<file path="config.mk">
export PLATFORM = sky130hd
export DESIGN_NAME = product_accumulator
export DESIGN_NICKNAME = d
export VERILOG_FILES = /design/src/rtl/product_accumulator_pkg.sv /design/src/rtl/sat_add.sv /design/src/rtl/product_accumulator.sv
export SDC_FILE = /design/constraint.sdc
export NUM_CORES = 1
export LEC_CHECK = 0
export CAP_MARGIN = 20
export CELL_PAD_IN_SITES_DETAIL_PLACEMENT = 0
export CELL_PAD_IN_SITES_GLOBAL_PLACEMENT = 2
export CORE_UTILIZATION = 28
export CTS_BUF_LIST = sky130_fd_sc_hd__clkbuf_4 sky130_fd_sc_hd__clkbuf_8 sky130_fd_sc_hd__clkbuf_16
export CTS_CLUSTER_SIZE = 16
export DETAILED_ROUTE_END_ITERATION = 12
export PLACE_DENSITY = 0.86
export SLEW_MARGIN = 5
export SYNTH_ARGS = -nofsm -noshare
export SYNTH_HDL_FRONTEND = slang
export SYNTH_SLANG_ARGS = --single-unit
</file>
<file path="constraint.sdc">
create_clock -name clk -period 2.6 [get_ports clk]
set_input_delay 0.39 -clock clk [delete_from_list [all_inputs] [get_ports clk]]
set_output_delay 0.39 -clock clk [all_outputs]
set_load 0.03 [all_outputs]
</file>
<file path="src/rtl/product_accumulator_pkg.sv">
// Shared constants and types for the product accumulator stage.
package product_accumulator_pkg;

    localparam int unsigned PROD_W_DEF  = 16;
    localparam int unsigned ACC_W_DEF   = 24;
    localparam int unsigned MAX_LEN_DEF = 256;

    typedef logic [ACC_W_DEF-1:0] acc_t;

    typedef enum logic {
        IDLE  = 1'b0,
        ACCUM = 1'b1
    } state_e;

endpackage

</file>
<file path="src/rtl/sat_add.sv">
// Combinational saturating adder: a + zero-extended b, clamped to all-ones.
module sat_add #(
    parameter int unsigned A_W = 24,
    parameter int unsigned B_W = 16
) (
    input  logic [A_W-1:0] a_i,
    input  logic [B_W-1:0] b_i,
    output logic [A_W-1:0] sum_c_o,
    output logic           ovf_c_o
);

    logic [A_W:0] wide_sum;

    // One extra bit catches the carry out of the accumulator width.
    assign wide_sum = {1'b0, a_i} + (A_W+1)'(b_i);
    assign ovf_c_o  = wide_sum[A_W];
    assign sum_c_o  = wide_sum[A_W] ? {A_W{1'b1}} : wide_sum[A_W-1:0];

endmodule

</file>
<file path="src/rtl/product_accumulator.sv">
// Accumulates a vector of multiplier products into a saturating sum and
// emits one result per vector through a single-entry registered output.
module product_accumulator
    import product_accumulator_pkg::*;
#(
    parameter int unsigned PROD_W  = PROD_W_DEF,
    parameter int unsigned ACC_W   = ACC_W_DEF,
    parameter int unsigned MAX_LEN = MAX_LEN_DEF,
    parameter int unsigned CNT_W   = $clog2(MAX_LEN) + 1
) (
    input  logic              clk,
    input  logic              rst,
    input  logic              in_valid,
    output logic              in_ready,
    input  logic [PROD_W-1:0] in_product,
    input  logic              in_last,
    output logic              out_valid,
    input  logic              out_ready,
    output logic [ACC_W-1:0]  out_sum,
    output logic [CNT_W-1:0]  out_count,
    output logic              out_ovf,
    output logic              out_trunc
);

    state_e             state_q, state_d;
    logic [ACC_W-1:0]   acc_q, acc_d;
    logic [CNT_W-1:0]   cnt_q, cnt_d;
    logic               ovf_q, ovf_d;
    logic               out_valid_q, out_valid_d;
    logic [ACC_W-1:0]   out_sum_q, out_sum_d;
    logic [CNT_W-1:0]   out_count_q, out_count_d;
    logic               out_ovf_q, out_ovf_d;
    logic               out_trunc_q, out_trunc_d;

    logic [ACC_W-1:0]   beat_sum;
    logic               beat_ovf;
    logic               accept;
    logic               at_limit;
    logic               closing;

    sat_add #(
        .A_W (ACC_W),
        .B_W (PROD_W)
    ) u_sat_add (
        .a_i     (acc_q),
        .b_i     (in_product),
        .sum_c_o (beat_sum),
        .ovf_c_o (beat_ovf)
    );

    // Output slot is free when empty or being drained this cycle.
    assign in_ready = !out_valid_q || out_ready;
    assign accept   = in_valid && in_ready;
    assign at_limit = (cnt_q == CNT_W'(MAX_LEN - 1));
    assign closing  = in_last || at_limit;

    always_comb begin
        state_d     = state_q;
        acc_d       = acc_q;
        cnt_d       = cnt_q;
        ovf_d       = ovf_q;
        out_valid_d = out_valid_q;
        out_sum_d   = out_sum_q;
        out_count_d = out_count_q;
        out_ovf_d   = out_ovf_q;
        out_trunc_d = out_trunc_q;

        if (out_valid_q && out_ready) begin
            out_valid_d = 1'b0;
        end

        if (accept) begin
            if (closing) begin
                out_valid_d = 1'b1;
                out_sum_d   = beat_sum;
                out_count_d = cnt_q + CNT_W'(1);
                out_ovf_d   = ovf_q | beat_ovf;
                out_trunc_d = !in_last;
                acc_d       = '0;
                cnt_d       = '0;
                ovf_d       = 1'b0;
                state_d     = IDLE;
            end else begin
                acc_d   = beat_sum;
                cnt_d   = cnt_q + CNT_W'(1);
                ovf_d   = ovf_q | beat_ovf;
                state_d = ACCUM;
            end
        end
    end

    always_ff @(posedge clk) begin
        if (rst) begin
            state_q     <= IDLE;
            acc_q       <= '0;
            cnt_q       <= '0;
            ovf_q       <= 1'b0;
            out_valid_q <= 1'b0;
            out_sum_q   <= '0;
            out_count_q <= '0;
            out_ovf_q   <= 1'b0;
            out_trunc_q <= 1'b0;
        end else begin
            state_q     <= state_d;
            acc_q       <= acc_d;
            cnt_q       <= cnt_d;
            ovf_q       <= ovf_d;
            out_valid_q <= out_valid_d;
            out_sum_q   <= out_sum_d;
            out_count_q <= out_count_d;
            out_ovf_q   <= out_ovf_d;
            out_trunc_q <= out_trunc_d;
        end
    end

    assign out_valid = out_valid_q;
    assign out_sum   = out_sum_q;
    assign out_count = out_count_q;
    assign out_ovf   = out_ovf_q;
    assign out_trunc = out_trunc_q;

endmodule
</file>
==> flow_summary.yaml <==
layout:
  layout.nets: 608
  syn_to_final_growth_pct: 42.8
  fillers: 1331
  fin_util: 0.413
  diodes: 0
  drive_gt1_frac: 0.168
setup_path:
  path_cells: "clkdlybuf4s50_1 -> ha_4 -> a211oi_4 -> o21ai_2 -> a211o_1 -> o311a_1 -> or4_1 -> nor2_1 -> a2111oi_1"
  cp_slowest_cell: "clkdlybuf4s50_1"
  required_ps: 2800
  arrival_ps: 2700
  crit_path_end_kind: "register"
  critical-path-max-stage-delay_ps: 540
  criticalPathCategory: "in -> reg"
  crit_fanout: 3
  startpoint_type: "input port"
detailed_routing:
  dr.pass1.iters: 4
  wl_met1_um: 4840
  ant_nets: 0
  route.detailed.drc: 0
  drt-total-wl_um: 10300
  top_layer: "met4"
  dr_wl_met2_um: 4900
  vias_per_cell: 4.85
  drtIter0Drc: 123
  vias: 3611
  wl_met3_um: 421
  routedWlPerCell_um: 13.8
die:
  coreArea_sq_mm: 0.0127
  die-area_sq_mm: 0.0136
  initial_utilization: 0.289
  die_y_um: 116
  ioPinCount: 58
  die_x_um: 116
  core.rowCount: 41
clocking:
  hold_buffers: 0
  clock_sinks: 70
  clockBufferDepth: 2
  cts_made_buffers: 9
  clock_latency_ps: 340
  clk_pin_slew_worst_paths_ps: 60
  root_buffer: "clkbuf_16"
  cts_tree: "yes"
  h-tree-depth: 3
logic_synthesis:
  synth_edf_count: 0
  netlist_instances: 470
  synth_nets: 510
  synth_seq_cells: 70
  synth.area.mux_share: 0.00546
  yosys_warnings: 0
  syn_area_sq_mm: 0.00366
  synth_adder_area_share: 0.0669
  synth-main-ff-cell: "dfxtp_1"
  synth_top_family_by_area: "compound AO/OA/AOI/OAI gates"
  async_flop_share: 0
  synth_compound_gate_area_share: 0.238
  syn_area_per_cell_sq_um: 7.80
  synth_simple_gate_area_frac: 0.219
  synth_cell_types: 49
  synth_xor_area_frac: 0.0502
  ys_seq_area_frac: 0.382
sta:
  finalHoldViolCount: 0
  worstMarginPinSlew_ps: 537
  rsz0062_at_grt: "true"
  slew_headroom: 0.642
  finalCritPeriodShare: 0.962
  skew_ps: 5.42
  fmax_ghz: 0.400
  maxSlewViolCount: 0
  setup_viol: 0
  period_needed_ps: 2500
  fin_tns_setup_ps: 0
placement:
  io_buffers: 57
  finalWeightedCongestion: 0.856
  dp.final_hpwl_um: 7660
global_route:
  grt_usage: 0.163
  grt-ovfl-total: 0
  grt_pass1_vias: 3651
  grt_max_degree: 49
  antenna_found_initial: 0
  grt_pass1_wl_um: 17200
run_status:
  status: "finished, final reports clean"
power:
  worst_ir_drop_vdd_v: 0.000527
  p_leak_nw: 2.01
  power.density_mw_per_mm2: 592
worst_hold_path:
  min_path_type: "reg -> reg"
flow_run:
  cap_violations: 0
[critical path: cells and delay by family]
family | cells | cell delay, ps
AOI/OAI and AO/OA | 5 | 1030
and+or+nand+nor | 2 | 510
buffers and inverters | 1 | 540
adders and majority gates | 1 | 240
[power breakdown]
group	internal [mW]	switching (mW)	total, mW
Combinational	0.283	0.339	0.622
Clock	0.848	0.470	1.32
Sequential	1.13	0.0305	1.16
[per-layer routing]
metal	vias to the layer above	track usage
met3	13	0.0426
met5	-	0
met2	51	0.278
met1	1671	0.201
li1	1876	-
met4	0	0.0521
[stage by stage]
step                instance area (sq um)  setup slack [ps]  hold slack, ps  instances  power [mW]
finish                               5230              99.4             458        745        3.10
global route                         5230             -28.5             492        745        3.24
CTS                                  5150              5.96             465        744        3.12
detailed placement                   4820              -611             451        727        1.79
global placement                     4800              -587             439        726        1.78
floorplan                            3680             -31.3             429        470        1.52
[state kept, by name, summed over array words and instances (netlist names)]
signal	cells
acc_q	24
out_sum	24
out_count	9
out_trunc	1
out_ovf	1
out_valid	1
cnt_q	9
ovf_q	1
[logic make-up (layout without fill, tap and decap cells)]
family / after synthesis / after routing
muxes: 2 / 2
buffers and inverters: 36 / 139
DFF: 70 / 70
adders and majority gates: 19 / 19
AOI/OAI and AO/OA: 136 / 136
and+or+nand+nor: 186 / 186
xor gates and xnor gates: 21 / 21
[synth_stat cells, types with 2 or more instances]
library cell / number / share of area
dfxtp_1: 70 / 0.38
nor3_1: 10 / 0.014
mux2i_1: 2 / 0.0055
nand2b_1: 3 / 0.0051
buf_2: 4 / 0.0055
clkbuf_1: 21 / 0.022
o21ai_0: 31 / 0.042
inv_1: 8 / 0.0082
or3_1: 6 / 0.010
nand3_1: 11 / 0.015
xor2_1: 9 / 0.022
nor2_1: 88 / 0.090
a21o_1: 5 / 0.010
nand2_1: 47 / 0.048
o21a_1: 3 / 0.0061
nand4_1: 8 / 0.014
or2_1: 2 / 0.0034
buf_1: 3 / 0.0031
xnor2_1: 12 / 0.029
a211o_1: 2 / 0.0048
o211ai_1: 3 / 0.0061
a21oi_1: 35 / 0.048
a31oi_1: 2 / 0.0034
nor4_1: 3 / 0.0051
o22ai_1: 3 / 0.0051
and3_1: 3 / 0.0051
o21ai_1: 2 / 0.0027
ha_1: 18 / 0.061
a2111oi_0: 4 / 0.0096
a211oi_1: 33 / 0.068
[area by class of cell]
cell class | count | area [sq um] | area share
clock inverter | 6 | 86.3 | 0.0165
tap | 172 | 215 | 0.0411
sequential | 70 | 1400 | 0.268
inverter | 8 | 30.0 | 0.00574
clock buffer | 10 | 233 | 0.0445
timing repair buffer | 115 | 1040 | 0.198
multi-input combinational | 364 | 2230 | 0.426
[placed cells by master, fill, tap and decap left out, types with 9 or more instances in the layout]
cell	synthesis	routed
xor2_1	9	9
buf_4	0	54
ha_1	18	12
nor2_1	88	85
a211oi_1	33	32
a21oi_1	35	34
dfxtp_1	70	69
xnor2_1	12	12
clkbuf_16	0	9
o21ai_0	31	29
nand3_1	11	11
nor3_1	10	10
clkdlybuf4s50_1	0	55
nand2_1	47	46
[timing repair]
| item | in CTS | in global routing |
|---|---|---|
| endpoints found under the setup margin | 50 | 36 |
| buffers inserted | 1 | 1 |
| resized for setup | 4 | 19 |
| pin swaps | 5 | 8 |
[path summary, 6_finish.rpt]
check	from	end	slack [ps]	depth (start not counted)
worst max register to register	acc_q[0]	acc_q[21]	110	9
worst min register to register	acc_q[11]	acc_q[11]	460	2
worst min-delay path	acc_q[11]	acc_q[11]	460	2
worst max-delay path	in_product[2]	acc_q[21]	100	9
No activity file was read; power rests on OpenSTA's default activity.
